<file path="src/rtl/tag_store_if.sv">
// tag_store_if: request/response bundle between the cache controller and the tag array
interface tag_store_if #(parameter int INDEX_W = 2, parameter int TAG_W = 6);
  logic [INDEX_W-1:0] index;
  logic [TAG_W-1:0] tag_in;
  logic rd_en;
  logic wr_en;
  logic inv_en;
  logic flush;
  logic busy;
  logic resp_valid;
  logic hit;
  logic rd_valid;
  logic [TAG_W-1:0] rd_tag;
  modport master(
    output index, tag_in, rd_en, wr_en, inv_en, flush,
    input busy, resp_valid, hit, rd_valid, rd_tag
  );
  modport slave(
    input index, tag_in, rd_en, wr_en, inv_en, flush,
    output busy, resp_valid, hit, rd_valid, rd_tag
  );
endinterface

</file>
<file path="src/rtl/tag_store.sv">
// tag_store: cache tag array with valid bits, registered tag compare and a sequential flush sweep
module tag_store #(
  parameter int INDEX_W = 2,
  parameter int TAG_W = 6
) (
  input logic clk,
  input logic reset,
  tag_store_if.slave bus
);
  localparam int DEPTH = 2 ** INDEX_W;
  typedef enum logic {IDLE, FLUSH} state_t;
  state_t state, state_n;
  logic [DEPTH-1:0] valid;
  logic [TAG_W-1:0] tags [DEPTH];
  logic [INDEX_W-1:0] ptr;
  logic accept, lookup;
  always_comb begin
    state_n = state == IDLE ? (bus.flush ? FLUSH : IDLE) : (&ptr ? IDLE : FLUSH);
    accept = state == IDLE && !bus.flush;
    lookup = accept && bus.rd_en;
  end
  always_ff @(posedge clk) begin
    if (reset) state <= IDLE;
    else state <= state_n;
  end
  assign bus.busy = state == FLUSH;
  always_ff @(posedge clk) begin
    if (reset) begin
      valid <= '0;
      for (int i = 0; i < DEPTH; i++) tags[i] <= '0;
      ptr <= '0;
      bus.resp_valid <= 1'b0;
      bus.hit <= 1'b0;
      bus.rd_valid <= 1'b0;
      bus.rd_tag <= '0;
    end else begin
      // Response reads the array before this edge's update lands: read-before-write.
      bus.resp_valid <= lookup;
      bus.rd_valid <= lookup && valid[bus.index];
      bus.hit <= lookup && valid[bus.index] && tags[bus.index] == bus.tag_in;
      if (lookup) bus.rd_tag <= tags[bus.index];
      if (state == FLUSH) begin
        valid[ptr] <= 1'b0;
        ptr <= ptr + 1'b1;
      end else if (accept) begin
        if (bus.inv_en) valid[bus.index] <= 1'b0;
        else if (bus.wr_en) begin
          valid[bus.index] <= 1'b1;
          tags[bus.index] <= bus.tag_in;
        end
      end
    end
  end
endmodule

</file>
<file path="src/flat_wrapper.sv">
// flat-port wrapper written by rule: the top's interface ports become plain ports
module tag_store_flat 
#(
  parameter int INDEX_W = 2,
  parameter int TAG_W = 6
)
  (clk, reset, bus_index, bus_tag_in, bus_rd_en, bus_wr_en, bus_inv_en, bus_flush, bus_busy, bus_resp_valid, bus_hit, bus_rd_valid, bus_rd_tag);
  tag_store_if #(.INDEX_W(INDEX_W), .TAG_W(TAG_W)) bus_i ();
  input logic clk;
  input logic reset;
  input wire logic [$bits(bus_i.index)-1:0] bus_index;
  input wire logic [$bits(bus_i.tag_in)-1:0] bus_tag_in;
  input wire logic [$bits(bus_i.rd_en)-1:0] bus_rd_en;
  input wire logic [$bits(bus_i.wr_en)-1:0] bus_wr_en;
  input wire logic [$bits(bus_i.inv_en)-1:0] bus_inv_en;
  input wire logic [$bits(bus_i.flush)-1:0] bus_flush;
  output wire logic [$bits(bus_i.busy)-1:0] bus_busy;
  output wire logic [$bits(bus_i.resp_valid)-1:0] bus_resp_valid;
  output wire logic [$bits(bus_i.hit)-1:0] bus_hit;
  output wire logic [$bits(bus_i.rd_valid)-1:0] bus_rd_valid;
  output wire logic [$bits(bus_i.rd_tag)-1:0] bus_rd_tag;
  assign bus_i.index = bus_index;
  assign bus_i.tag_in = bus_tag_in;
  assign bus_i.rd_en = bus_rd_en;
  assign bus_i.wr_en = bus_wr_en;
  assign bus_i.inv_en = bus_inv_en;
  assign bus_i.flush = bus_flush;
  assign bus_busy = bus_i.busy;
  assign bus_resp_valid = bus_i.resp_valid;
  assign bus_hit = bus_i.hit;
  assign bus_rd_valid = bus_i.rd_valid;
  assign bus_rd_tag = bus_i.rd_tag;
  tag_store #(.INDEX_W(INDEX_W), .TAG_W(TAG_W)) u_core (.clk(clk), .reset(reset), .bus(bus_i));
endmodule
</file>
<file path="config.mk">
export PLATFORM = sky130hd
export DESIGN_NAME = tag_store_flat
export DESIGN_NICKNAME = d
export VERILOG_FILES = /design/src/rtl/tag_store_if.sv /design/src/rtl/tag_store.sv /design/src/flat_wrapper.sv
export SDC_FILE = /design/constraint.sdc
export NUM_CORES = 1
export LEC_CHECK = 0
export CAP_MARGIN = 20
export CORE_MARGIN = 8
export CORE_UTILIZATION = 36
export DETAILED_ROUTE_END_ITERATION = 8
export GPL_ROUTABILITY_DRIVEN = 0
export HOLD_SLACK_MARGIN = 0.1
export MAX_ROUTING_LAYER = met4
export PLACE_DENSITY = 0.6
export SYNTH_ARGS = -nofsm -noshare
export SYNTH_HDL_FRONTEND = slang
export SYNTH_SLANG_ARGS = --single-unit
</file>
<file path="constraint.sdc">
create_clock -name clk -period 1.7 [get_ports clk]
set_input_delay 0.17 -clock clk [delete_from_list [all_inputs] [get_ports clk]]
set_output_delay 0.17 -clock clk [all_outputs]
set_load 0.05 [all_outputs]
</file>
==> out/qor.csv, run 1 <==
metric;value;unit
DR pass1 iterations;4;
largest net degree at the start of global routing;19;
post-synthesis cell type with the largest combined area;sky130_fd_sc_hd__edfxtp_1;
Net Switching;496;uW
Synth cell types;40;
Synth top cells by count;24 x sky130_fd_sc_hd__edfxtp_1, 16 x sky130_fd_sc_hd__dfxtp_1, 15 x sky130_fd_sc_hd__nand2_1;
synthesized area;1940;sq um
cells taking the most area after synthesis;sky130_fd_sc_hd__edfxtp_1 37%, sky130_fd_sc_hd__dfxtp_1 17%, sky130_fd_sc_hd__mux4_2 5.8%, sky130_fd_sc_hd__and3_1 4.2%, sky130_fd_sc_hd__and2_1 3.9%;
relative contribution of the clock network to total power;0.302;
Critical Path End Type;flip-flop;
detailed-route wire length;4060;um
storage element area;1040;sq um
Detailed Place HPWL;3220;um
CTS tree;done;
number of rows created at floorplan;26;
Post-route DRC;0;
share of synthesized area occupied by flip-flops and latches;0.537;
relative slew slack;0.664;
startpoint type of the worst setup path;input port;
setup repair bufs after CTS;0;
vias per inst;4.73;
unrepaired setup endpoints after global routing;false;
area overhead of the layout relative to synthesis;28.1;%
logic depth of the worst register-to-register path;3;
share of the synthesized area in the top cell type;0.372;
Switching Fraction;0.249;
Antenna Violating Nets Remaining;0;
leak pwr;0.984;nW
total gr overflow;0;
Ports;24;
worst-path fanout max;10;
Worst Path Buf+Inv;2;
shortest clock period the worst path allows after layout;1.59;ns
worst min-delay path category;reg -> reg;
Final #Nets;224;
total internal power;1.50;mW
GRT Total Usage;0.116;
number of global-route vias before repair;1344;
largest delay contributor family on the critical path;buffers and inverters;
run status;completed;
cell-by-cell listing of the critical path;clkdlybuf4s50_1, buf_4, mux4_2, xnor2_1, nand3_1, a211oi_2;
Async SR Flop Fraction;0;
number of maximum-capacitance constraint violations;0;
total of warnings raised by yosys;0;
setup TNS after final layout;0;ns
per-instance average area after synthesis;12.0;sq um
number of enable flip-flop cells after synthesis;24;
Finish-stage setup viols;0;
critical path class;in -> reg;
clock-pin slew reported for the worst setup and hold paths after clock tree synthesis;0.07;ns
Max Freq;0.629;GHz
fraction of final layout cells with drive strength greater than 1;0.217;
starting utilization of the core area;0.377;
final cycle utilization of the critical path;0.935;
first-iteration detailed-routing DRC count;41;
filler cell count;506;
area inside the core boundary;5140;sq um
number of antenna violations at the first check in global routing;0;
die area;7980;sq um
crit path DAT;1.79;ns
CTS Hold Bufs;0;
post-synthesis cell count;162;
non-filler cells, final;277;
hold path depth;2;
Power per Cell Area;804;nW/um^2
number of diodes added for antenna fixing;0;
count of H-tree levels built during CTS;2;
Slowest cell on crit path;sky130_fd_sc_hd__clkdlybuf4s50_1;
cell total after placement;269;
clk root buf;sky130_fd_sc_hd__clkbuf_8;
Peak supply drop;0.000399;V
relative contribution of combinational cells to total power;0.154;
setup skew after layout;0.0110;ns
wire length of the first global-routing pass;6790;um
count leader, synth;sky130_fd_sc_hd__edfxtp_1;
logic depth of the worst path, buffers included;6;
net count of the mapped netlist;180;
number of max-slew violations in the final report;0;
width of the die;89.4;um
sequential fraction of design power;0.544;
die height;89.4;um
post_cts resized;0;
CTS Buffer Depth;2;
Sinks on Clock Net;40;
FF+latch count, synth;40;
quantity of I/O buffers inserted on ports;23;
delay of the slowest cell on the worst path;0.62;ns
total clock buffers created by CTS;5;
footprint of the multi-input gates;820;sq um
required time reported for the critical path endpoint;1.90;ns
vias post-DR;1310;
average wire per standard cell;14.6;um
final count of hold timing violations;0;
latest clock arrival within the worst-skew pair;0.28;ns
Worst-Margin Slew;0.502;ns
main flop type after synthesis;sky130_fd_sc_hd__edfxtp_1;
[power groups by stage]
stage               registers, mW  logic [mW]  clock network, mW
global route                 1.09       0.335              0.659
finish                       1.09       0.306              0.602
CTS                          1.09       0.309              0.608
global placement             1.11       0.300                  0
floorplan                    1.13       0.152                  0
detailed placement           1.11       0.308                  0
[per-layer routing]
metal	share of wire	routed length [um]	global-route usage	vias up
met5	0	0	-	-
li1	-	-	-	661
met2	0.47	1910	0.179	26
met4	0.0071	29	0.0317	0
met1	0.48	1940	0.146	619
met3	0.045	182	0.0313	4
[cell families (layout without fill, tap and decap cells)]
family                     count (synthesis)  count (layout)  share of synthesized area
muxes                                     10              10                     0.0840
buffers and inverters                     13              58                     0.0394
DFF                                       40              40                      0.537
xor gates and xnor gates                   9               9                     0.0407
and+or+nand+nor                           66              66                      0.203
adders and majority gates                  4               4                     0.0258
AOI/OAI and AO/OA                         20              20                     0.0698
[metrics by stage]
step,worst slack (ns),total power [mW],utilization,instance area [sq um],hold slack (ns)
floorplan,0.112,1.28,-,1940,0.276
detailed placement,-0.189,1.42,0.466,2400,0.448
global placement,-0.133,1.41,0.466,2400,0.442
CTS,0.0978,2.00,0.483,2480,0.457
global route,0.0151,2.08,0.483,2480,0.485
finish,0.110,1.99,0.483,2480,0.453
[worst register-to-register path, cell delays in order, from the launching register on]
cell                      delay (ns)
sky130_fd_sc_hd__dfxtp_2        0.36
sky130_fd_sc_hd__nor4b_4        0.39
sky130_fd_sc_hd__and3_1         0.23
sky130_fd_sc_hd__or2_2          0.23
[path summary, 6_finish.rpt]
path | start | end | slack, ns
hold / removal | u_core.bus.rd_tag[0]$_SDFFE_PP0N_ | u_core.bus.rd_tag[0]$_SDFFE_PP0N_ | 0.45
hold reg to reg | u_core.bus.rd_tag[0]$_SDFFE_PP0N_ | u_core.bus.rd_tag[0]$_SDFFE_PP0N_ | 0.45
setup reg to reg | u_core.bus.busy$_SDFF_PP0_ | u_core.tags[3][3]$_DFFE_PP_ | 0.18
setup / recovery | bus_index[1] | u_core.bus.hit$_SDFF_PP0_ | 0.11
[flip-flops by register name, indices dropped and copies added, names as in the netlist, named ones only]
| register | cells |
|---|---|
| u_core.bus.busy | 1 |
| u_core.bus.hit | 1 |
| u_core.bus.rd_tag | 6 |
| u_core.bus.rd_valid | 1 |
| u_core.bus.resp_valid | 1 |
| u_core.ptr | 2 |
| u_core.tags | 24 |
[cell usage in the layout, fill, tap and decap left out, types with 2 or more instances in the layout]
| cell type | instances |
|---|---|
| sky130_fd_sc_hd__buf_4 | 24 |
| sky130_fd_sc_hd__edfxtp_1 | 24 |
| sky130_fd_sc_hd__clkdlybuf4s50_1 | 22 |
| sky130_fd_sc_hd__nand2_1 | 15 |
| sky130_fd_sc_hd__dfxtp_1 | 15 |
| sky130_fd_sc_hd__and3_1 | 13 |
| sky130_fd_sc_hd__and2_1 | 12 |
| sky130_fd_sc_hd__a21oi_1 | 10 |
| sky130_fd_sc_hd__xnor2_1 | 7 |
| sky130_fd_sc_hd__nor2_1 | 5 |
| sky130_fd_sc_hd__mux2i_1 | 5 |
| sky130_fd_sc_hd__mux4_2 | 5 |
| sky130_fd_sc_hd__clkbuf_8 | 5 |
| sky130_fd_sc_hd__nand2b_1 | 4 |
| sky130_fd_sc_hd__nand3_1 | 4 |
| sky130_fd_sc_hd__ha_1 | 4 |
| sky130_fd_sc_hd__inv_1 | 2 |
| sky130_fd_sc_hd__nor2b_1 | 2 |
| sky130_fd_sc_hd__a21o_1 | 2 |
| sky130_fd_sc_hd__xor2_1 | 2 |
| sky130_fd_sc_hd__buf_12 | 2 |
[layout make-up]
class	count	share of cell area
flip-flops and latches	40	0.420
multi-input cells	109	0.330
repair buffers	48	0.178
well taps	70	0.0353
clock buffers	6	0.0292
clock inverters	2	0.00454
inverters	2	0.00303
No activity file was read; power rests on OpenSTA's default activity.
==> run 2, diff against run 1 <==
CORE_ASPECT_RATIO = 0.6   (was unset)
CORE_UTILIZATION = 54   (was 36)
PLACE_DENSITY = 0.82   (was 0.6)
==> out/qor.csv, run 2 (synthesized netlist as in run 1, its figures left out) <==
metric;value;unit;change
vias per inst;5.52;;was 4.73
first-iteration detailed-routing DRC count;108;;was 41
final cycle utilization of the critical path;0.966;;was 0.935
vias post-DR;1447;;was 1310
Worst-Margin Slew;0.502;ns;about the same
minimum setup slack in the final design;0.0585;ns;was 0.110 ns
worst min-delay path category;reg -> reg;;unchanged
setup skew after layout;0.00487;ns;was 0.0110 ns
logic depth of the worst register-to-register path;5;;was 3
die height;62.4;um;was 89.4 um
critical path class;in -> reg;;unchanged
flip-flop count of the largest register, all copies and words added;24;;unchanged
Ports;24;;unchanged
logic depth of the worst path, buffers included;6;;unchanged
wire length of the first global-routing pass;7160;um;was 6790 um
run status;completed;;unchanged
final instance area;2520;sq um;was 2480 sq um
count of H-tree levels built during CTS;2;;unchanged
number of max-slew violations in the final report;0;;unchanged
worst-path fanout max;8;;was 10
Detailed Place HPWL;3410;um;was 3220 um
number of antenna violations at the first check in global routing;0;;unchanged
hold path depth;2;;unchanged
Setup WS pre-CTS;-0.271;ns;was -0.189 ns
GRT Total Usage;0.163;;was 0.116
launching point of the worst reg2reg path;u_core.bus.busy$_SDFF_PP0_;;unchanged
latest clock arrival within the worst-skew pair;0.29;ns;was 0.28 ns
Sinks on Clock Net;40;;unchanged
routed wl met3;459;um;was 182 um
post-detailed-placement cell area;2410;sq um;was 2400 sq um
area overhead of the layout relative to synthesis;30.0;%;was 28.1%
total length of routed met2 wires;2100;um;was 1910 um
area inside the core boundary;3340;sq um;was 5140 sq um
leading cell type in the layout, fill and taps excluded;sky130_fd_sc_hd__buf_4;;
quantity of I/O buffers inserted on ports;23;;unchanged
register with the highest flop count;u_core.tags;;unchanged
DR pass1 iterations;4;;unchanged
Slowest cell on crit path;sky130_fd_sc_hd__mux4_2;;was sky130_fd_sc_hd__clkdlybuf4s50_1
Finish-stage setup viols;0;;unchanged
Worst Path Buf+Inv;2;;unchanged
relative slew slack;0.664;;about the same
largest delay contributor family on the critical path;buffers and inverters;;unchanged
largest net degree at the start of global routing;19;;unchanged
crit path capture;u_core.bus.hit$_SDFF_PP0_;;unchanged
filler cell count;202;;was 506
Peak supply drop;0.000542;V;was 0.000399 V
CTS tree;done;;unchanged
width of the die;93.3;um;was 89.4 um
starting utilization of the core area;0.579;;was 0.377
CTS Hold Bufs;0;;unchanged
number of rows created at floorplan;16;;was 26
startpoint type of the worst setup path;input port;;unchanged
Post-route DRC;0;;unchanged
routed length on met1;1860;um;was 1940 um
required time reported for the critical path endpoint;1.91;ns;was 1.90 ns
Power per Cell Area;802;nW/um^2;was 804 nW/um^2
delay of the slowest cell on the worst path;0.55;ns;was 0.62 ns
number of maximum-capacitance constraint violations;0;;unchanged
number of diodes added for antenna fixing;0;;unchanged
Max Freq;0.609;GHz;was 0.629 GHz
Worst Setup SP;bus_index[0];;was bus_index[1]
Antenna Violating Nets Remaining;0;;unchanged
shortest clock period the worst path allows after layout;1.64;ns;was 1.59 ns
reg2reg end;u_core.bus.hit$_SDFF_PP0_;;was u_core.tags[3][3]$_DFFE_PP_
Final #Nets;234;;was 224
cell-by-cell listing of the critical path;clkdlybuf4s50_1, buf_4, mux4_2, xnor2_1, nand3_1, a211oi_2;;unchanged
crit path DAT;1.85;ns;was 1.79 ns
top routing layer in use;met4;;unchanged
detailed-route wire length;4520;um;was 4060 um
die area;5820;sq um;was 7980 sq um
Critical Path End Type;flip-flop;;unchanged
number of global-route vias before repair;1487;;was 1344
total gr overflow;0;;unchanged
average wire per standard cell;17.2;um;was 14.6 um
biggest regs;u_core.tags: 24 flops, u_core.bus.rd_tag: 6 flops, u_core.ptr: 2 flops;;unchanged
total clock buffers created by CTS;5;;unchanged
fraction of final layout cells with drive strength greater than 1;0.267;;was 0.217
final count of hold timing violations;0;;unchanged
top library cells by usage in the layout, fill and taps aside;35 x sky130_fd_sc_hd__buf_4, 24 x sky130_fd_sc_hd__edfxtp_1, 22 x sky130_fd_sc_hd__clkdlybuf4s50_1;;was 24 x sky130_fd_sc_hd__buf_4, 24 x sky130_fd_sc_hd__edfxtp_1, 22 x sky130_fd_sc_hd__clkdlybuf4s50_1
slack of the worst reg-to-reg path;0.18;ns;about the same
clock-pin slew reported for the worst setup and hold paths after clock tree synthesis;0.07;ns;about the same
clk root buf;sky130_fd_sc_hd__clkbuf_8;;unchanged
CTS Buffer Depth;2;;unchanged
leak pwr;1.04;nW;was 0.984 nW
## run 2: routing by layer
layer / vias up / track usage
met1: 676 / 0.199
li1: 686 / -
met3: 12 / 0.0576
met5: - / -
met2: 73 / 0.237
met4: 0 / 0.0679
## run 2: repair_timing
action	CTS	global route
setup endpoints to repair	0	13
hold endpoints to repair	0	0
buffers inserted	0	3
gates resized for setup	0	2
## run 2: through the flow
step	total power, mW	hold slack (ns)	std cells	setup TNS [ns]	util
after CTS	2.02	0.468	259	0	0.744
after global placement	1.41	0.440	251	-3.06	0.720
final	2.02	0.471	262	0	0.753
after global routing	2.10	0.490	262	-0.00340	0.753
after detailed placement	1.43	0.458	251	-5.84	0.720
after floorplan	1.28	0.276	162	0	-
## run 2: cell type report
cell class                 instances  area [sq um]  area share
clock buffer                       5          68.8      0.0273
clock inverter                     3          13.8     0.00546
inverter                           2          7.51     0.00298
multi-input combinational        109           827       0.328
sequential                        40          1040       0.414
tap                               45          56.3      0.0224
timing repair buffer              58           503       0.200
## run 2: power breakdown
group          switching, mW  internal [mW]  leakage, nW  total, mW
clock                  0.320          0.278       0.0453      0.598
combinational          0.171          0.164        0.615      0.335
sequential            0.0213           1.07        0.378       1.09
total                  0.512           1.51         1.04       2.02
## run 2: worst min-delay path, cell delays in order, from the launching register on
cell and delay, ns:
sky130_fd_sc_hd__dfxtp_1 0.32, sky130_fd_sc_hd__nand2_1 0.06, sky130_fd_sc_hd__a21oi_1 0.05
## run 2: worst min-delay path by stage
stage	startpoint	slack (ns)	end
after global placement	u_core.bus.rd_tag[1]$_SDFFE_PP0N_	0.44	u_core.bus.rd_tag[1]$_SDFFE_PP0N_
after detailed placement	u_core.bus.rd_tag[4]$_SDFFE_PP0N_	0.46	u_core.bus.rd_tag[4]$_SDFFE_PP0N_
after global routing	u_core.bus.rd_tag[4]$_SDFFE_PP0N_	0.49	u_core.bus.rd_tag[4]$_SDFFE_PP0N_
final	u_core.bus.rd_tag[4]$_SDFFE_PP0N_	0.47	u_core.bus.rd_tag[4]$_SDFFE_PP0N_
after CTS	u_core.bus.rd_tag[4]$_SDFFE_PP0N_	0.47	u_core.bus.rd_tag[4]$_SDFFE_PP0N_
after floorplan	bus_inv_en	0.28	flip-flop
